## config.mk

```make
export PLATFORM = sky130hd
export DESIGN_NAME = rvv_backend_mulmac_sched_flat
export DESIGN_NICKNAME = d
export VERILOG_FILES = /design/src/rtl/rvv_backend_mulmac_sched_if.sv /design/src/rtl/rvv_backend_mulmac_sched.sv /design/src/flat_wrapper.sv
export SDC_FILE = /design/constraint.sdc
export NUM_CORES = 1
export LEC_CHECK = 0
export ABC_AREA = 1
export CAP_MARGIN = 20
export CORE_MARGIN = 2
export CORE_UTILIZATION = 25
export DETAILED_ROUTE_END_ITERATION = 16
export DONT_BUFFER_PORTS = 1
export GPL_TIMING_DRIVEN = 0
export SLEW_MARGIN = 40
export SYNTH_ARGS = -nofsm -noshare
export SYNTH_HDL_FRONTEND = slang
export SYNTH_SLANG_ARGS = --single-unit
```

## constraint.sdc

```tcl
create_clock -name clk -period 2.6 [get_ports clk]
set_input_delay 0.13 -clock clk [delete_from_list [all_inputs] [get_ports clk]]
set_output_delay 0.13 -clock clk [all_outputs]
set_load 0.01 [all_outputs]
```

## src/rtl/rvv_backend_mulmac_sched_if.sv

```systemverilog
// rtl/rvv_backend_mulmac_sched_if.sv - RS head / issue / retire bundle between MUL RS FIFO, MUL/MAC pipes and ROB
// master is the RS/ROB side, slave is the scheduler.
interface rvv_backend_mulmac_sched_if;
    logic       rs_fifo_empty;
    logic       rs_fifo_1left_to_empty;
    logic       rs_uop0_is_mac;
    logic       rs_uop1_is_mac;
    logic       flush;
    logic       mul_retire;
    logic       mac_retire;
    logic [1:0] rs_fifo_pop;
    logic       mul_issue_valid;
    logic       mul_issue_sel;
    logic       mac_issue_valid;
    logic       mac_issue_sel;

    modport master (
        output rs_fifo_empty, rs_fifo_1left_to_empty, rs_uop0_is_mac, rs_uop1_is_mac,
        output flush, mul_retire, mac_retire,
        input  rs_fifo_pop, mul_issue_valid, mul_issue_sel, mac_issue_valid, mac_issue_sel
    );

    modport slave (
        input  rs_fifo_empty, rs_fifo_1left_to_empty, rs_uop0_is_mac, rs_uop1_is_mac,
        input  flush, mul_retire, mac_retire,
        output rs_fifo_pop, mul_issue_valid, mul_issue_sel, mac_issue_valid, mac_issue_sel
    );
endinterface

```

## src/rtl/rvv_backend_mulmac_sched.sv

```systemverilog
// rtl/rvv_backend_mulmac_sched.sv - credit-gated in-order MUL/MAC issue scheduler for the MUL RS FIFO
// Steers the two RS heads to the MUL/MAC pipes and tracks per-pipe result credits against ROB retire.
module rvv_backend_mulmac_sched #(
    parameter int MUL_CREDITS = 4,
    parameter int MAC_CREDITS = 4,
    parameter int STALL_CNT_W = 16
) (
    input  logic                          clk,
    input  logic                          rst,
    rvv_backend_mulmac_sched_if.slave     sched,
    output logic                          idle,
    output logic [STALL_CNT_W-1:0]        stall_cnt
);

    localparam logic [3:0] MUL_FULL = 4'(MUL_CREDITS);
    localparam logic [3:0] MAC_FULL = 4'(MAC_CREDITS);

    logic [3:0]             mul_cred_q, mul_cred_d;
    logic [3:0]             mac_cred_q, mac_cred_d;
    logic [STALL_CNT_W-1:0] stall_cnt_q, stall_cnt_d;

    logic v0, v1, mul_ok, mac_ok;
    logic u0_mul, u0_mac, u1_mul, u1_mac;
    logic mul_iss, mac_iss, mul_ret_ok, mac_ret_ok;

    assign v0     = !sched.rs_fifo_empty;
    assign v1     = !(sched.rs_fifo_empty | sched.rs_fifo_1left_to_empty);
    assign mul_ok = (mul_cred_q != 4'd0);
    assign mac_ok = (mac_cred_q != 4'd0);

    always_comb begin
        u0_mul = 1'b0;
        u0_mac = 1'b0;
        u1_mul = 1'b0;
        u1_mac = 1'b0;
        if (!rst && !sched.flush && v0) begin
            if (sched.rs_uop0_is_mac) begin
                u0_mac = mac_ok;
            end else if (mul_ok) begin
                u0_mul = 1'b1;
            end else begin
                u0_mac = mac_ok;
            end
            // uop1 only ever takes the pipe uop0 left free, keeping pops in order
            if (v1) begin
                if (u0_mul) begin
                    u1_mac = mac_ok;
                end else if (u0_mac && !sched.rs_uop1_is_mac) begin
                    u1_mul = mul_ok;
                end
            end
        end
    end

    assign mul_iss               = u0_mul | u1_mul;
    assign mac_iss               = u0_mac | u1_mac;
    assign sched.mul_issue_valid = mul_iss;
    assign sched.mul_issue_sel   = u1_mul;
    assign sched.mac_issue_valid = mac_iss;
    assign sched.mac_issue_sel   = u1_mac;
    assign sched.rs_fifo_pop     = {u1_mul | u1_mac, u0_mul | u0_mac};

    // A retire against a full counter has nothing to return; it is dropped.
    assign mul_ret_ok = sched.mul_retire && (mul_cred_q != MUL_FULL);
    assign mac_ret_ok = sched.mac_retire && (mac_cred_q != MAC_FULL);

    always_comb begin
        mul_cred_d  = mul_cred_q - {3'b000, mul_iss} + {3'b000, mul_ret_ok};
        mac_cred_d  = mac_cred_q - {3'b000, mac_iss} + {3'b000, mac_ret_ok};
        stall_cnt_d = stall_cnt_q;
        if (sched.flush) begin
            mul_cred_d = MUL_FULL;
            mac_cred_d = MAC_FULL;
        end else if (v0 && !sched.rs_fifo_pop[0] && !(&stall_cnt_q)) begin
            stall_cnt_d = stall_cnt_q + 1'b1;
        end
    end

    always_ff @(posedge clk) begin
        if (rst) begin
            mul_cred_q  <= MUL_FULL;
            mac_cred_q  <= MAC_FULL;
            stall_cnt_q <= '0;
        end else begin
            mul_cred_q  <= mul_cred_d;
            mac_cred_q  <= mac_cred_d;
            stall_cnt_q <= stall_cnt_d;
        end
    end

    assign idle      = !rst && (mul_cred_q == MUL_FULL) && (mac_cred_q == MAC_FULL);
    assign stall_cnt = stall_cnt_q;

    a_pop_order: assert property (@(posedge clk) disable iff (rst)
        sched.rs_fifo_pop[1] |-> sched.rs_fifo_pop[0]);
    a_sel_distinct: assert property (@(posedge clk) disable iff (rst)
        !(sched.mul_issue_valid && sched.mac_issue_valid && (sched.mul_issue_sel == sched.mac_issue_sel)));
    a_mul_non_mac: assert property (@(posedge clk) disable iff (rst)
        sched.mul_issue_valid |-> (sched.mul_issue_sel ? !sched.rs_uop1_is_mac : !sched.rs_uop0_is_mac));
    a_mul_retire_ok: assert property (@(posedge clk) disable iff (rst || sched.flush)
        sched.mul_retire |-> (mul_cred_q != MUL_FULL));
    a_mac_retire_ok: assert property (@(posedge clk) disable iff (rst || sched.flush)
        sched.mac_retire |-> (mac_cred_q != MAC_FULL));

endmodule

```

## src/flat_wrapper.sv

```systemverilog
// flat-port wrapper written by rule: the top's interface ports become plain ports
module rvv_backend_mulmac_sched_flat 
#(
    parameter int MUL_CREDITS = 4,
    parameter int MAC_CREDITS = 4,
    parameter int STALL_CNT_W = 16
)
  (clk, rst, idle, stall_cnt, sched_rs_fifo_empty, sched_rs_fifo_1left_to_empty, sched_rs_uop0_is_mac, sched_rs_uop1_is_mac, sched_flush, sched_mul_retire, sched_mac_retire, sched_rs_fifo_pop, sched_mul_issue_valid, sched_mul_issue_sel, sched_mac_issue_valid, sched_mac_issue_sel);
  rvv_backend_mulmac_sched_if sched_i ();
  input  logic clk;
  input  logic rst;
  output logic idle;
  output logic [STALL_CNT_W-1:0] stall_cnt;
  input wire logic [$bits(sched_i.rs_fifo_empty)-1:0] sched_rs_fifo_empty;
  input wire logic [$bits(sched_i.rs_fifo_1left_to_empty)-1:0] sched_rs_fifo_1left_to_empty;
  input wire logic [$bits(sched_i.rs_uop0_is_mac)-1:0] sched_rs_uop0_is_mac;
  input wire logic [$bits(sched_i.rs_uop1_is_mac)-1:0] sched_rs_uop1_is_mac;
  input wire logic [$bits(sched_i.flush)-1:0] sched_flush;
  input wire logic [$bits(sched_i.mul_retire)-1:0] sched_mul_retire;
  input wire logic [$bits(sched_i.mac_retire)-1:0] sched_mac_retire;
  output wire logic [$bits(sched_i.rs_fifo_pop)-1:0] sched_rs_fifo_pop;
  output wire logic [$bits(sched_i.mul_issue_valid)-1:0] sched_mul_issue_valid;
  output wire logic [$bits(sched_i.mul_issue_sel)-1:0] sched_mul_issue_sel;
  output wire logic [$bits(sched_i.mac_issue_valid)-1:0] sched_mac_issue_valid;
  output wire logic [$bits(sched_i.mac_issue_sel)-1:0] sched_mac_issue_sel;
  assign sched_i.rs_fifo_empty = sched_rs_fifo_empty;
  assign sched_i.rs_fifo_1left_to_empty = sched_rs_fifo_1left_to_empty;
  assign sched_i.rs_uop0_is_mac = sched_rs_uop0_is_mac;
  assign sched_i.rs_uop1_is_mac = sched_rs_uop1_is_mac;
  assign sched_i.flush = sched_flush;
  assign sched_i.mul_retire = sched_mul_retire;
  assign sched_i.mac_retire = sched_mac_retire;
  assign sched_rs_fifo_pop = sched_i.rs_fifo_pop;
  assign sched_mul_issue_valid = sched_i.mul_issue_valid;
  assign sched_mul_issue_sel = sched_i.mul_issue_sel;
  assign sched_mac_issue_valid = sched_i.mac_issue_valid;
  assign sched_mac_issue_sel = sched_i.mac_issue_sel;
  rvv_backend_mulmac_sched #(.MUL_CREDITS(MUL_CREDITS), .MAC_CREDITS(MAC_CREDITS), .STALL_CNT_W(STALL_CNT_W)) u_core (.clk(clk), .rst(rst), .sched(sched_i), .idle(idle), .stall_cnt(stall_cnt));
endmodule
```

# [Word-level counts from Yosys, hierarchy flattened]
# Index checks and enable logic that the tools add are counted.
[classes] addsub=5 mul=0 n_div=0 magnitude_cmp=0 eq_ne=4 n_shift=0 mux=15 bitwise_logic=6 reduce_logical=20
[ops] op="$add 16x1->16 const B" n=1
[ops] op="$reduce_and 16->1" n=1
[ops] op="$mux 1" n=15
[ops] op="$logic_and 1x1->1" n=9
[ops] op="$add 4x1->4" n=2
[ops] op="$eq 4x3->1 const B" n=2
[ops] op="$ne 4x3->1 const B" n=2
[ops] op="$reduce_bool 4->1" n=2
[ops] op="$sub 4x1->4" n=2
[ops] op="$logic_not 1->1" n=6
[ops] op="$or 1x1->1" n=5
[ops] op="$reduce_and 2->1" n=1
[ops] op="$reduce_or 2->1" n=1
[ops] op="$not 1->1" n=1
[word_totals] ff_bits=24 latch_bits=0 ramBits=0 rom_bits=0 elab_cells=53 memories=0

# [Depth between registers and ports, before layout]
# Gate-level depths: netlist of the first run.
[logic_depth] depth_word=12 depth_mapped=14 mapped_depth_nobuf=14

# [Least setup slack after synthesis of the first run]
# Ideal clock, no wire load.
[synth_timing] path_type="register to register" start="reg u_core.mac_cred_q[2]" end="reg u_core.mac_cred_q[2]" setup_ns=0.062 t_arrival_ns=2.266 slack_ns=0.272 stages_incl_launch_ff=13 path_cell_list="dfxtp_1 > inv_1 > ha_1 > nand3_1 > nand2_1 > a31oi_1 > ha_1 > inv_1 > ha_1 > inv_1 > fa_1 > or2_2 > nand3_1"
[synth_between] elab_chain_cells=8 elab_cells_between_ends=13
[synth_lines] item="start, declared" line_no="rvv_backend_mulmac_sched.sv:19" source="logic [3:0] mac_cred_q, mac_cred_d;"
[synth_lines] item="start signal, assigned" line_no="rvv_backend_mulmac_sched.sv:86" source="mac_cred_q <= mac_cred_d;"
[synth_lines] item="$reduce_bool 4->1 *" line_no="rvv_backend_mulmac_sched.sv:29" source="assign mac_ok = (mac_cred_q != 4'd0);"
[synth_lines] item="$mux 1" line_no="rvv_backend_mulmac_sched.sv:39" source="end else if (mul_ok) begin"
[synth_lines] item="$mux 1" line_no="rvv_backend_mulmac_sched.sv:37" source="if (sched.rs_uop0_is_mac) begin"
[synth_lines] item="$mux 1 (2 in series)" line_no="rvv_backend_mulmac_sched.sv:36" source="if (!rst && !sched.flush && v0) begin"
[synth_lines] item="$or 1x1->1 *" line_no="rvv_backend_mulmac_sched.sv:56" source="assign mac_iss = u0_mac | u1_mac;"
[synth_lines] item="named net sched_mac_issue_valid" line_no="flat_wrapper.sv:24" source="output wire logic [$bits(sched_i.mac_issue_valid)-1:0] sched_mac_issue_valid;"
[synth_lines] item="$sub 4x1->4 *" line_no="rvv_backend_mulmac_sched.sv:69" source="mac_cred_d = mac_cred_q - {3'b000, mac_iss} + {3'b000, mac_ret_ok};"
[synth_lines] item="$add 4x1->4 *" line_no="rvv_backend_mulmac_sched.sv:69"
# The timed path passes the listed nets; every way through them passes the cells marked *. The select of a mux whose other input is x is not followed.
# A chain may end at the register's enable or synchronous reset.

# [Worst setup path after layout of the first run]
# Same ends and word-level chain as after synthesis.

==> summary.md, run 1 <==
| Metric | Value |
|---|---|
| Status | finished, final reports clean |
| Routed wire length | approximately 3700 um |
| Setup WS post-layout | ~60 ps |
| Worst R2R Path Depth | 12 |
| Skew final | 10.5 ps |
| CTS Root Cell | clkbuf_8 |
| Setup Total Neg Slack | 0 ps |
| Crit. End Element | register |
| Reg-to-reg slack, setup | 60 ps |
| Vias in the first global route | 1405 |
| Synth Net Count | approximately 260 |
| Syn_area_per_cell | roughly 7 sq um |
| Max-slew headroom | 0.542 |
| Synth Warn # | 0 |
| Die height | 85.7 um |
| Drt wl/cell | 11.7 um |
| Count of buffers from port buffering | 0 |
| FFs w/ async S/R, synth | 0 |
| Antenna violations before repair | 0 |
| Max stage delay cell, worst path | fa_1 |
| Pre-CTS setup slack | just under 40 ps |
| GP Congestion | 0.773 |
| Required time worst endpoint | 2810 ps |
| Starting DRT DRC Count | 73 |
| Final setup violation count | 0 |
| DP HPWL | 2920 um |
| Tmin final | 2540 ps |
| Core Area | 6420 sq um |
| Critical-path cell list | inv_1 -> ha_1 -> nand3_1 -> nand2_1 -> a31oi_1 -> ha_1 -> inv_1 -> ha_1 -> inv_1 -> fa_1 -> or2_2 -> nand3_1 |
| Endpoints failing hold | 0 |
| GRT overflow | 0 |
| Yosys top cell area share | 0.288 |
| Ys flop type | dfxtp_1 |
| Sequential share of the synthesized area | 0.288 |
| Mapped Area | 1670 sq um |
| Final period util | 0.977 |
| Min-delay src | rst |
| Most numerous cell in the Yosys netlist | nand2_1 |
| Yosys reg bits | 24 |
| Area growth from synthesis to final layout | 10.9% |
| Worst slew pin tran | 687 ps |
| CTS Buffer Depth | 2 |
| Largest net degree at the start of global routing | 15 |
| Fill cell count | approximately 700 |
| Static Leak | 0.741 nW |
| ANT cells | 0 |
| EDFF count, synth | 0 |
| Total number of vias | 1405 |
| DR pass1 iterations | 6 |
| Unrepaired setup endpoints after global routing | yes |
| Number of vias per cell | approximately 4.5 |
| WHS Endpoint | u_core.stall_cnt[7] |
| Max_cap viols | 0 |
| Initial Util | 0.260 |
| Final Max Tran Viols | 0 |
| Post-synth top cells | 59 x nand2_1, 29 x inv_1, 24 x dfxtp_1 |
| Crit-path max FO | 4 |
| Rows | 29 |
| Total Power Consumption | around 0.81 mW |
| Worst skew pair latency | 270 ps |
| Hold WC Path Type | in -> reg |
| CTS tree | yes |
| Critical Path Max Stage Delay | 370 ps |
| ANT nets after route | 0 |
| Num CTS Buffers | 3 |
| Horiz. Die Dim | 85.7 um |
| Post-CTS Setup Repair Bufs | 0 |
| Top cells by area, synth | dfxtp_1 29%, nand2_1 13%, ha_1 9.7% |
| Power per Cell Area | 436 nW/um^2 |
| VDD IR max | 0.214 mV |
| FF-to-FF End | u_core.mac_cred_q[2] |
| Critical path type | reg -> reg |
| Post-Synthesis Cells | approximately 230 |
| WP data arrival | between 2000 and 3000 ps |
| Layout cell share with drive strength beyond 1 | 0.152 |
| Yosys cell types | 30 |
| Worst r2r src | u_core.mac_cred_q[2] |
| Cell depth of the worst hold path | 2 |
| DRC | 0 |
| H-tree depth | 1 |
| Clock slew seen by the registers of the worst setup and hold paths | 100 ps |
| Finished Core Util | 0.289 |
| Post-layout nets | 262 |
| Synth area leader | dfxtp_1 |
| Overall die area | 7350 sq um |
| Clk sinks | 24 |
| Fmax | 394 MHz |
| Ports | 32 |
| Hold Slack | 79.7 ps |
| CP Launch Type | register |
| Tot GR Track Use | 0.109 |
| First-pass GRT wire length | 6420 um |
-- worst max-delay path by stage --
stage / startpoint / endpoint / slack [ps] / depth (start not counted)
after floorplan: u_core.mac_cred_q[2] / u_core.mac_cred_q[2] / 270 / 12
after global placement: u_core.mac_cred_q[2] / u_core.mac_cred_q[2] / 90 / 12
after detailed placement: u_core.mac_cred_q[2] / u_core.mac_cred_q[2] / 40 / 12
after CTS: u_core.mac_cred_q[2] / u_core.mac_cred_q[2] / 20 / 12
after global routing: u_core.mac_cred_q[2] / u_core.mac_cred_q[2] / -60 / 12
final: u_core.mac_cred_q[2] / u_core.mac_cred_q[2] / 60 / 12
-- what timing repair did --
item                       CTS  global route
gates resized for setup      0             3
setup endpoints to repair    0             2
hold buffers                 0             0
-- layout by cell type (no fill, tap or decap), drive strengths merged, types with 4 or more instances in the layout --
master,synthesis,final
nand2,62,62
inv,35,35
nor2,26,26
dfxtp,24,24
nand3,19,19
a21oi,19,19
ha,13,13
xor2,9,9
nor3,4,4
clkbuf,1,4
-- state kept, by name, summed over array words and instances (netlist names) --
signal             count
u_core.stall_cnt      16
u_core.mac_cred_q      4
u_core.mul_cred_q      4
-- logic make-up after synthesis --
family | count (synthesis) | share of synthesized area
buffers and inverters | 39 | 0.101
xor gates and xnor gates | 12 | 0.0629
AOI/OAI and AO/OA | 23 | 0.0899
and+or+nand+nor | 120 | 0.337
DFF | 24 | 0.288
adders and majority gates | 15 | 0.121
-- cell type report --
type / instances / area [sq um] / area share
clock inverters: 1 / 30.0 / 0.0162
flip-flops and latches: 24 / 480 / 0.259
inverters: 35 / 131 / 0.0709
clock buffers: 3 / 41.3 / 0.0223
multi-input cells: 170 / 1040 / 0.559
plain buffers: 4 / 37.5 / 0.0203
well taps: 77 / 96.3 / 0.0520
-- worst max-delay path, delay by kind of cell (launching register included) --
family                   cells  cell delay [ps]
AND/OR/NAND/NOR              4              600
AO/OA/AOI/OAI                1              350
buffers and inverters        3              160
flip-flops                   1              350
adder cells (fa/ha/maj)      4             1030
-- where the power goes --
group	switching, mW	total, mW	internal (mW)
combinational	0.0567	0.0900	0.0333
clock	0.131	0.337	0.206
sequential	0.00679	0.381	0.374
total	0.195	0.808	0.613
-- metrics by stage --
stage	cell area (sq um)	cells
detailed placement	1770	310
global route	1850	314
floorplan	1670	233
finish	1850	314
CTS	1840	314
global placement	1770	310
-- routing by layer --
| metal | up-vias | track usage | share of wire |
|---|---|---|---|
| met2 | 23 | 0.185 | 0.47 |
| met1 | 638 | 0.130 | 0.44 |
| li1 | 740 | - | - |
| met5 | - | 0 | 0 |
| met3 | 4 | 0.0298 | 0.071 |
| met4 | 0 | 0.0433 | 0.014 |
(Power assumes the default switching activity.)
==> inputs of run 2 (changes only) <==
- HOLD_SLACK_MARGIN: default -> 0.1
==> run 2 against run 1 <==
- fmax about the same
- first-iteration DRC count decreased by 21%
- critical path depth unchanged
- final cell count increased by 0.32%
- sequential power about the same
- global-route usage increased by 0.080 points
==> summary.md, run 2 (synthesis gave the netlist of run 1 again) <==
| Metric | Value |
|---|---|
| Commonest non-fill, non-tap cell in the layout | nand2_1 |
| Antenna violations before repair | 0 |
| Critical Path Max Stage Delay | approximately 370 ps |
| Hold WC Path Type | in -> reg |
| Die height | 85.7 um |
| Critical path type | reg -> reg |
| Rows | 29 |
| Skew final | 11.6 ps |
| Fill cell count | roughly 700 |
| Starting DRT DRC Count | 58 |
| Unrepaired setup endpoints after global routing | yes |
| Clock slew seen by the registers of the worst setup and hold paths | roughly 90 ps |
| Horiz. Die Dim | 85.7 um |
| ANT cells | 0 |
| Max_cap viols | 0 |
| Worst slew pin tran | 687 ps |
| Area growth from synthesis to final layout | 11.5% |
| Fmax | 394 MHz |
| H-tree depth | 1 |
| Num CTS Buffers | 3 |
| Net Sw Frac | 0.242 |
| First-pass GRT wire length | 6470 um |
| DRC | 0 |
| Total number of vias | 1402 |
| Net Sw Power | 0.196 mW |
| Drt wl/cell | 11.8 um |
| Tmin final | 2540 ps |
| Final setup violation count | 0 |
| Routed wire length | 3730 um |
| CTS Buffer Depth | 2 |
| Largest net degree at the start of global routing | 15 |
| Required time worst endpoint | 2810 ps |
| DP HPWL | 2920 um |
| Max reg flops | 16 |
| Core Area | ~6400 sq um |
| Finished Core Util | 0.290 |
| Tot GR Track Use | 0.110 |
| Status | finished, final reports clean |
| DR pass1 iterations | 6 |
| Crit. End Element | register |
| Crit-path max FO | 4 |
| Number of vias per cell | 4.45 |
| Max-slew headroom | 0.542 |
| ANT nets after route | 0 |
| Commonest cells after routing, fill and taps aside | 58 x nand2_1, 29 x inv_1, 24 x dfxtp_1, 21 x nor2_1, 17 x nand3_1 |
| Overall die area | 7350 sq um |
| Clk sinks | 24 |
| GP Congestion | 0.773 |
| CP Launch Type | register |
| Post-layout nets | 263 |
| Critical-path cell list | inv_1 -> ha_1 -> nand3_1 -> nand2_1 -> a31oi_1 -> ha_1 -> inv_1 -> ha_1 -> inv_1 -> fa_1 -> or2_2 -> nand3_1 |
| Final period util | 0.977 |
| Comb pwr share | 0.113 |
| GRT overflow | 0 |
| Power per Cell Area | approximately 430 nW/um^2 |
| Int Power | 0.614 mW |
| Power share of the clock group | 0.417 |
| Worst skew pair latency | approximately 270 ps |
| Final Max Tran Viols | 0 |
| Endpoints failing hold | 0 |
| CTS Root Cell | clkbuf_8 |
| VDD IR max | 0.214 mV |
| Max stage delay cell, worst path | fa_1 |
| Vias in the first global route | 1406 |
| Total Power Consumption | 0.810 mW |
| Count of buffers from port buffering | 0 |
| WP data arrival | around 2800 ps |
| Initial Util | 0.260 |
| Post-CTS Setup Repair Bufs | 0 |
| CTS tree | yes |
| Ports | 32 |
| Flop pwr share | 0.470 |
| Static Leak | ~0.75 nW |
| Layout cell share with drive strength beyond 1 | 0.151 |
==> run 2: metrics by stage <==
stage	setup TNS, ps	cell area (sq um)	hold WS [ps]	std cells	setup slack, ps
2_1_floorplan	0	1670	341	233	272
3_5_place_dp	0	1770	377	310	39.7
4_1_cts	0	1850	103	315	21.2
3_3_place_gp	0	1770	372	310	87.3
5_1_grt	-61.4	1860	109	315	-61.4
6_report	0	1860	101	315	59.7
==> run 2: layout make-up <==
type	count	area (sq um)	share of cell area
plain buffers	4	37.5	0.0201
well taps	77	96.3	0.0517
multi-input cells	170	1040	0.556
inverters	35	131	0.0705
clock inverters	1	30.0	0.0161
clock buffers	3	41.3	0.0222
flip-flops and latches	24	480	0.258
repair buffers	1	10.0	0.00537
==> run 2: final timing paths <==
path                     endpoint            startpoint  cells past startpoint  slack [ps]
max          u_core.mac_cred_q[2]  u_core.mac_cred_q[2]                     12          60
min          u_core.mac_cred_q[0]           sched_flush                      3         100
max reg2reg  u_core.mac_cred_q[2]  u_core.mac_cred_q[2]                     12          60
min reg2reg  u_core.stall_cnt[15]  u_core.stall_cnt[15]                      2         550
==> run 2: critical path: cells and delay by family (launching register included) <==
family          cells  cell delay [ps]
buf+inv             3              160
flops               1              350
compound gates      1              350
simple gates        4              600
fa+ha+maj           4             1030
==> run 2: power groups by stage <==
stage | Sequential [mW] | Combinational, mW | Clock, mW
2_1_floorplan | 0.388 | 0.0713 | 0
3_3_place_gp | 0.389 | 0.0870 | 0
3_5_place_dp | 0.390 | 0.0895 | 0
4_1_cts | 0.381 | 0.0911 | 0.342
5_1_grt | 0.382 | 0.106 | 0.358
6_report | 0.381 | 0.0914 | 0.338
==> run 2: routing by layer <==
metal,vias up,GRT usage,part of all wire
li1,740,-,-
met1,631,0.130,0.43
met2,27,0.187,0.47
met3,4,0.0298,0.075
met4,0,0.0433,0.014
met5,-,0,0
==> run 2: repair_timing <==
| action | in CTS | in global routing |
|---|---|---|
| gates resized for setup | 0 | 3 |
| hold endpoints to repair | 5 | 0 |
| setup endpoints to repair | 0 | 2 |
| hold buffers | 1 | 0 |
